<file path="config.mk">
export PLATFORM = sky130hd
export DESIGN_NAME = monitor_stage_pipe
export DESIGN_NICKNAME = d
export VERILOG_FILES = /design/src/rtl/monitor_stage_pkg.sv /design/src/rtl/monitor_stage_pipe_fifo.sv /design/src/rtl/monitor_stage_pipe.sv
export SDC_FILE = /design/constraint.sdc
export NUM_CORES = 1
export LEC_CHECK = 0
export BUFFER_PORTS_ARGS = -buffer_cell sky130_fd_sc_hd__buf_2
export CAP_MARGIN = 5
export CELL_PAD_IN_SITES_DETAIL_PLACEMENT = 1
export CELL_PAD_IN_SITES_GLOBAL_PLACEMENT = 1
export CORE_UTILIZATION = 55
export DETAILED_ROUTE_END_ITERATION = 10
export GPL_ROUTABILITY_DRIVEN = 0
export GPL_TIMING_DRIVEN = 0
export HOLD_SLACK_MARGIN = 0.02
export PLACE_DENSITY = 0.89
export SLEW_MARGIN = 20
export SYNTH_ARGS = -nofsm -noshare
export SYNTH_HDL_FRONTEND = slang
export SYNTH_HIERARCHICAL = 1
export SYNTH_SLANG_ARGS = --single-unit
</file>
<file path="constraint.sdc">
create_clock -name clk -period 21 [get_ports clk]
set_clock_uncertainty 0.2 [all_clocks]
set_input_delay 3.15 -clock clk [delete_from_list [all_inputs] [get_ports clk]]
set_output_delay 3.15 -clock clk [all_outputs]
set_load 0.005 [all_outputs]
</file>
<file path="src/rtl/monitor_stage_pkg.sv">
// Shared defaults, report entry type and FIFO state helper
// for the monitor stage pipeline.
package monitor_stage_pkg;

    localparam int DEF_SYM_W      = 8;
    localparam int DEF_NUM_CH     = 40;
    localparam int DEF_FIFO_DEPTH = 16;
    localparam int DEF_CNT_W      = 32;
    localparam int DROP_W         = 16;

    typedef struct packed {
        logic [DEF_CNT_W-1:0]  cycle;
        logic [DEF_NUM_CH-1:0] vec;
    } rpt_entry_t;

    typedef enum logic [1:0] {
        FIFO_EMPTY   = 2'd0,
        FIFO_PARTIAL = 2'd1,
        FIFO_FULL    = 2'd2
    } fifo_state_t;

    function automatic fifo_state_t fifo_state(input logic empty,
                                               input logic full);
        if (empty)     return FIFO_EMPTY;
        else if (full) return FIFO_FULL;
        else           return FIFO_PARTIAL;
    endfunction

endpackage

</file>
<file path="src/rtl/monitor_stage_pipe_fifo.sv">
// Synchronous report FIFO: show-ahead read, push and pop may
// coincide (also when full), pop on empty is ignored.
module monitor_report_fifo #(
    parameter int WIDTH = 72,
    parameter int DEPTH = 16
) (
    input  logic             clk,
    input  logic             reset,
    input  logic             push,
    input  logic             pop,
    input  logic [WIDTH-1:0] wdata,
    output logic [WIDTH-1:0] rdata,
    output logic             full,
    output logic             empty
);

    localparam int PTR_W = $clog2(DEPTH);
    localparam int CNT_W = PTR_W + 1;

    logic [WIDTH-1:0] mem [DEPTH];
    logic [PTR_W-1:0] wr_ptr;
    logic [PTR_W-1:0] rd_ptr;
    logic [CNT_W-1:0] count;
    logic             push_ok;
    logic             pop_ok;

    assign empty   = (count == '0);
    assign full    = (count == CNT_W'(DEPTH));
    assign pop_ok  = pop && !empty;
    assign push_ok = push && (!full || pop_ok);
    assign rdata   = mem[rd_ptr];

    // Storage write; contents need no reset since the head is
    // only meaningful while the FIFO is non-empty.
    always_ff @(posedge clk) begin
        if (push_ok)
            mem[wr_ptr] <= wdata;
    end

    // Pointers wrap naturally modulo DEPTH; occupancy tracks both.
    always_ff @(posedge clk) begin
        if (reset) begin
            wr_ptr <= '0;
            rd_ptr <= '0;
            count  <= '0;
        end else begin
            if (push_ok)
                wr_ptr <= wr_ptr + PTR_W'(1);
            if (pop_ok)
                rd_ptr <= rd_ptr + PTR_W'(1);
            if (push_ok && !pop_ok)
                count <= count + CNT_W'(1);
            else if (pop_ok && !push_ok)
                count <= count - CNT_W'(1);
        end
    end

endmodule

</file>
<file path="src/rtl/monitor_stage_pipe.sv">
// Monitor stage: forwards symbol/run/reset to the next stage and
// queues time-stamped automaton reports for a downstream consumer.
module monitor_stage_pipe
    import monitor_stage_pkg::*;
#(
    parameter int SYM_W      = DEF_SYM_W,
    parameter int NUM_CH     = DEF_NUM_CH,
    parameter int FIFO_DEPTH = DEF_FIFO_DEPTH,
    parameter int CNT_W      = DEF_CNT_W
) (
    input  logic              clk,
    input  logic              reset,
    input  logic              run,
    input  logic [SYM_W-1:0]  top_symbols,
    input  logic [NUM_CH-1:0] rpt_in,
    input  logic              sticky_clr,
    output logic [SYM_W-1:0]  out_symbols,
    output logic              out_reset,
    output logic              out_run,
    output logic              rpt_valid,
    input  logic              rpt_ready,
    output logic [CNT_W-1:0]  rpt_cycle,
    output logic [NUM_CH-1:0] rpt_vec,
    output logic [NUM_CH-1:0] rpt_sticky,
    output logic              rpt_overflow,
    output logic [DROP_W-1:0] rpt_drop_cnt
);

    localparam int EW = CNT_W + NUM_CH;

    logic [CNT_W-1:0] cycle_cnt;
    logic             capture;
    logic             pop;
    logic             drop;
    logic             fifo_full;
    logic             fifo_empty;
    logic [EW-1:0]    head;
    fifo_state_t      fstate;

    assign capture   = run && (|rpt_in);
    assign pop       = rpt_valid && rpt_ready;
    assign drop      = capture && fifo_full && !pop;
    assign fstate    = fifo_state(fifo_empty, fifo_full);
    assign rpt_valid = (fstate != FIFO_EMPTY);
    assign rpt_cycle = head[EW-1:NUM_CH];
    assign rpt_vec   = head[NUM_CH-1:0];

    monitor_report_fifo #(
        .WIDTH (EW),
        .DEPTH (FIFO_DEPTH)
    ) u_fifo (
        .clk   (clk),
        .reset (reset),
        .push  (capture),
        .pop   (pop),
        .wdata ({cycle_cnt, rpt_in}),
        .rdata (head),
        .full  (fifo_full),
        .empty (fifo_empty)
    );

    // Next-stage pipeline register; symbol only advances with run.
    always_ff @(posedge clk) begin
        out_reset <= reset;
        if (reset) begin
            out_symbols <= '0;
            out_run     <= 1'b0;
        end else begin
            out_run <= run;
            if (run)
                out_symbols <= top_symbols;
        end
    end

    // Cycle stamp counter, wraps freely, frozen while run is low.
    always_ff @(posedge clk) begin
        if (reset)
            cycle_cnt <= '0;
        else if (run)
            cycle_cnt <= cycle_cnt + CNT_W'(1);
    end

    // Sticky report OR; new bits win over a coincident clear.
    always_ff @(posedge clk) begin
        if (reset)
            rpt_sticky <= '0;
        else if (sticky_clr)
            rpt_sticky <= run ? rpt_in : '0;
        else if (run)
            rpt_sticky <= rpt_sticky | rpt_in;
    end

    // Overflow flag and saturating drop count; a drop wins over clear.
    always_ff @(posedge clk) begin
        if (reset) begin
            rpt_overflow <= 1'b0;
            rpt_drop_cnt <= '0;
        end else if (sticky_clr) begin
            rpt_overflow <= drop;
            rpt_drop_cnt <= drop ? DROP_W'(1) : '0;
        end else if (drop) begin
            rpt_overflow <= 1'b1;
            if (rpt_drop_cnt != '1)
                rpt_drop_cnt <= rpt_drop_cnt + DROP_W'(1);
        end
    end

endmodule

</file>
### Yosys cells after proc, flatten, opt, wreduce, memory -nomap -nowiden

Memory sizes are Yosys's and may differ from the RTL's. A register that Yosys moved wholly into a read port is not among the register bits.
Index checks and enable logic that the tools add are counted.

| word-level totals | value |
|---|---|
| flip-flop bits (word level) | 112 |
| bits in latches | 0 |
| bits in writable memories | 1152 |
| memory bits (read-only) | 0 |
| input port bits | 53 |
| output and inout port bits | 140 |
| logic and storage cells | 59 |
| memories kept | 1 |

Memory list:

| memory | words | width | rd ports | clocked after memory_dff | wr ports | line | source |
|---|---|---|---|---|---|---|---|
| u_fifo.mem | 16 | 72 | 1 | 1 | 1 | monitor_stage_pipe_fifo.sv:20 | `logic [WIDTH-1:0] mem [DEPTH];` |

| operators by class | value |
|---|---|
| $add $sub $neg | 6 |
| multiply operators | 0 |
| divide/modulo/power cells | 0 |
| magnitude comparators | 0 |
| equal/unequal tests | 2 |
| shift operators | 0 |
| multiplexer cells | 17 |
| bitwise gates (word level) | 1 |
| reduce and logical (&&, ||, !) cells | 22 |

Operators by type and width:

| operator | number |
|---|---|
| 40-bit 2-to-1 mux | 3 |
| 16-bit 2-to-1 mux | 3 |
| 40-bit OR | 1 |
| 40-bit OR reduction | 1 |
| 32-bit by 1-bit adder with 32-bit output (second input constant) | 1 |
| 16-bit by 1-bit adder with 16-bit output (second input constant) | 1 |
| 16-bit inequality test (second input constant) | 1 |
| 5-bit 2-to-1 mux | 2 |
| 2-bit nonzero test | 5 |
| 4-bit by 1-bit adder with 4-bit output (second input constant) | 2 |
| 1-bit logical AND | 8 |
| 4-bit 2-to-1 mux | 2 |
| 5-bit by 1-bit adder with 5-bit output (second input constant) | 1 |
| 5-bit equality test (second input constant) | 1 |
| 1-bit logical NOT | 5 |
| 5-bit logical NOT | 1 |
| 1-bit 2-to-1 mux | 5 |
| 5-bit by 1-bit subtractor with 5-bit output (second input constant) | 1 |
| 2-bit 2-to-1 mux | 2 |
| 2-bit AND reduction | 1 |
| 1-bit logical OR | 1 |

### Logic depth before layout (Yosys ltp)

| logic depth | value |
|---|---|
| depth after elaboration | 12 |
| mapped depth | 14 |
| gate-level depth less buffers | 13 |

### Hierarchy

The synthesis kept the hierarchy.

Modules (own cells, without submodules):

| module | times used | cells an instance | area each (um^2) | seq. area each (um^2) |
|---|---|---|---|---|
| monitor_report_fifo | 1 | 1864 | 43848.3 | 34933.5 |
| monitor_stage_pipe | 1 | 445 | 4110.2 | 1981.9 |

### Worst setup path after synthesis

No wires, ideal clock.

| timing path | value |
|---|---|
| kind | input -> register |
| start | input port rpt_in[28] |
| end | memory u_fifo.mem[5][0], enable pin |
| library setup time | 0.606 ns |
| arrival | 9.474 ns |
| data required time | 20.194 ns |
| slack | 10.720 ns |
| cell stages on the path | 7 |
| buffers on the path | 1 |
| cells stage by stage | nor4_1 > nand4_1 > o31ai_1 > inv_1 > clkbuf_1 > o311ai_4 > nor3b_1 |

| between the ends | value |
|---|---|
| word-level cells in the longest chain between the ends | 5 |

Ends and longest elaborated chain:

| element | line | source |
|---|---|---|
| start: declaration | monitor_stage_pipe.sv:15 | `input logic [NUM_CH-1:0] rpt_in,` |
| 40-bit OR reduction | monitor_stage_pipe.sv:40 | `assign capture = run && (\|rpt_in);` |
| 1-bit logical AND | monitor_stage_pipe.sv:40 |  |
| via capture | monitor_stage_pipe.sv:32 | `logic capture;` |
| 1-bit logical AND | monitor_stage_pipe_fifo.sv:30 | `assign push_ok = push && (!full \|\| pop_ok);` |
| 1-bit 2-to-1 mux | monitor_stage_pipe_fifo.sv:36 | `if (push_ok)` |
| 1-bit 2-to-1 mux (implied by the code) | monitor_stage_pipe_fifo.sv:37 | `mem[wr_ptr] <= wdata;` |
| end: declaration | monitor_stage_pipe_fifo.sv:20 |  |

The timed path passes the listed nets, and every way through them passes these cells.

### Worst setup path in the final report

| timing path | value |
|---|---|
| start | input port rpt_in[13] |
| end | register u_fifo.count[4] |

| between the ends | value |
|---|---|
| word-level cells in the longest chain between the ends | 6 |
| elaborated cells between the ends (all ways) | 8 |
| classes of those cells | 1 x mux; 7 x reduce/logical |

Ends and longest elaborated chain:

| element | line | source |
|---|---|---|
| 40-bit OR reduction * | monitor_stage_pipe.sv:40 |  |
| 1-bit logical AND * | monitor_stage_pipe.sv:40 |  |
| via capture | monitor_stage_pipe.sv:32 |  |
| 1-bit logical AND * | monitor_stage_pipe_fifo.sv:30 |  |
| via u_fifo.push_ok | monitor_stage_pipe_fifo.sv:24 | `logic push_ok;` |
| 1-bit logical NOT | monitor_stage_pipe_fifo.sv:53 | `else if (pop_ok && !push_ok)` |
| 1-bit logical AND | monitor_stage_pipe_fifo.sv:53 |  |
| 2-bit nonzero test (no line) | n/a |  |
| end signal: assignment | monitor_stage_pipe_fifo.sv:52 | `count <= count + CNT_W'(1);` |
| end signal: assignment | monitor_stage_pipe_fifo.sv:54 | `count <= count - CNT_W'(1);` |
| end: declaration | monitor_stage_pipe_fifo.sv:23 | `logic [CNT_W-1:0] count;` |

The timed path passes the listed nets; every way through them passes the cells marked *.
A chain may end at the register's enable or synchronous reset.

==> results.tsv <==
metric	value	unit
antenna violations before repair	5	
worst setup path category	in -> reg	
Synth Instances	2309	
worst-margin pin slew	1.18	ns
FP Rows	107	
clock root cell	clkbuf_16	
CP Launch Type	input pin	
worst-path fanout max	18	
met3 WL post-DR	16800	µm
ys flop type	edfxtp_1	
port buffer count	191	
Tcrit/Tclk final	38.5	%
CTS tree	yes	
leak pwr	17.9	nW
slew margin rel.	21.5	%
Synth top area share	72.1	%
die area	88400	µm²
Synth Cell Area	48000	µm²
max-slew violation count	0	
Layout area overhead	15.6	%
DRC	0	
Hold Violations, Final	0	
final core utilization	64.6	%
clk buf depth	3	
hold slack	0.274	ns
count leader, synth	edfxtp_1	
WL per Instance	38.5	µm
Post-Route WL	152000	µm
cts bufs inserted	119	
sequential cell area	36900	µm²
Synth top cells by count	1152 x edfxtp_1, 288 x mux4_2, 144 x a22oi_1, 116 x dfxtp_1, 101 x nand2_1	
Crit. End Element	register	
GRT Util Overall	34.6	%
Starting Density	55.9	%
power per cell area	112	nW/µm²
Async S/R FF share, synth	0	%
cts repair resizes	0	
Pwr Total	0.00619	W
vias in the first global route	29548	
grt total ovfl	0	
Required @ worst endpoint	21.38	ns
pin count of the biggest net entering global routing	40	
area of the multi-input gates	10500	µm²
Ports	193	
synth unique cells	58	
Fill cells	7070	
number of synthesized register bits	1268	
met1 WL	51000	µm
CTS clk-pin slew, worst paths	0.07	ns
setup_tns	0	ns
Final WS setup	12.91	ns
H-tree depth	3	
Peak VDD IR	0.0974	mV
CP arrival	8.46	ns
status	completed	
postcts setup bufs	0	
yosys warns	6	
largest cells by area after synthesis	edfxtp_1 72%, mux4_2 14%, dfxtp_1 4.8%, a22oi_1 2.3%, nand2_1 0.79%	
worst min path class	reg -> reg	
post-route ant nets	0	
fin crit period	8.09	ns
hold_buf cts	0	
die width	297	µm
met2 routed WL	76300	µm
EDFF count, synth	1152	
clk_lat worst skew	0.72	ns
highest routed layer	met4	
share of cells above drive strength 1	28.9	%
starting DRC count in detailed routing	4104	
drt via density	7.07	
post-synthesis sequential area ratio	77.0	%
Max Clk Rate	124	MHz
CTS Sinks	1268	
core area	85800	µm²
first-pass GRT wire length	216000	µm
Final HPWL DP	85600	µm
RSZ-0062 raised after global routing	no	
via count	27939	
Avg Cell Area, Syn	20.8	µm²
nets	2759	
setup violators final	0	
reg2reg setup slack	16.39	ns
dpl ws	13.16	ns
post-synth net total	2374	
area leader, netlist	edfxtp_1	
maxcap violations	0	
drt pass-1 iters	6	
Die Ht	297	µm
-- power breakdown --
part           total, W  internal, W  switching, W
registers       0.00285      0.00281     0.0000358
logic           0.00105     0.000450      0.000601
clock network   0.00229      0.00130      0.000988
total           0.00619      0.00456       0.00162
-- per-layer routing --
| metal | vias to the layer above | GRT usage, % |
|---|---|---|
| li1 | 10433 | - |
| met1 | 14443 | 42.9 |
| met2 | 2513 | 58.2 |
| met3 | 550 | 7.72 |
| met4 | 0 | 16.2 |
| met5 | - | 0 |
-- layout make-up --
type                    count  share of cell area, %
plain buffers             128                   1.00
diodes                      6                 0.0271
well taps                1144                   2.58
clock inverters            67                   1.40
inverters                  17                  0.115
repair buffers            264                   3.32
clock buffers             159                   6.00
flip-flops and latches   1268                   66.6
multi-input cells         896                   19.0
-- kinds of logic (layout without fill, tap and decap cells) --
| kind of cell | Yosys count | after routing | synth area share (%) |
|---|---|---|---|
| xor+xnor | 28 | 28 | 0.511 |
| mux | 301 | 301 | 13.8 |
| flops | 1268 | 1268 | 77.0 |
| compound gates | 249 | 249 | 3.91 |
| buf+inv | 145 | 635 | 1.29 |
| fa+ha+maj | 12 | 12 | 0.329 |
| other cells | 0 | 6 | 0 |
| simple gates | 306 | 306 | 3.19 |
-- worst paths after layout --
check | from | end | cells after the start
hold / removal | rpt_sticky[20]$_SDFFE_PP0P_ | rpt_sticky[20]$_SDFFE_PP0P_ | 1
setup / recovery | rpt_in[13] | u_fifo/count[4]$_SDFFE_PP0P_ | 15
hold reg to reg | rpt_sticky[20]$_SDFFE_PP0P_ | rpt_sticky[20]$_SDFFE_PP0P_ | 1
setup reg to reg | u_fifo/count[0]$_SDFFE_PP0P_ | u_fifo/count[4]$_SDFFE_PP0P_ | 14
-- layout by cell type, fill, tap and decap left out, drive strengths merged, types with 11 or more instances in the layout --
cell    netlist  final
dfxtp       116    116
clkinv        0     43
nor2         61     61
nand2       101    101
o21ai        14     14
mux2i        12     12
edfxtp     1152   1152
or3          14     14
nor4         19     19
a22oi       144    144
inv          17     18
ha           11     11
and3         15     15
a22o         40     40
nand3        32     32
xnor2        19     19
clkbuf       74    233
mux4        288    288
buf          53    317
nand4        11     11
bufinv        0     15
a21oi        15     15
a31oi        13     13
nor3         19     19
-- critical path, cell delays in order --
cell	delay [ns]
buf_2	0.22
nor4_1	0.73
nand4_1	0.55
o31ai_1	1.00
inv_1	0.16
clkbuf_1	0.43
o31ai_4	0.30
inv_1	0.11
ha_1	0.24
inv_1	0.18
ha_1	0.33
a21oi_1	0.27
a211oi_1	0.16
a31oi_1	0.26
mux2_2	0.38
-- sequential cells by signal, summed over array words and instances, names as in the netlist, named ones only --
register	flops
cycle_cnt	32
out_reset	1
out_run	1
out_symbols	8
rpt_drop_cnt	16
rpt_overflow	1
rpt_sticky	40
u_fifo/count	5
u_fifo/mem	1152
u_fifo/rd_ptr	4
u_fifo/wr_ptr	4
-- stage by stage --
step,instances,instance area (µm²)
floorplan,2309,48000
global placement,3644,50300
detailed placement,3717,51300
CTS,3943,55400
global route,3944,55400
finish,3949,55400
Power figures use the tool's default switching activity.
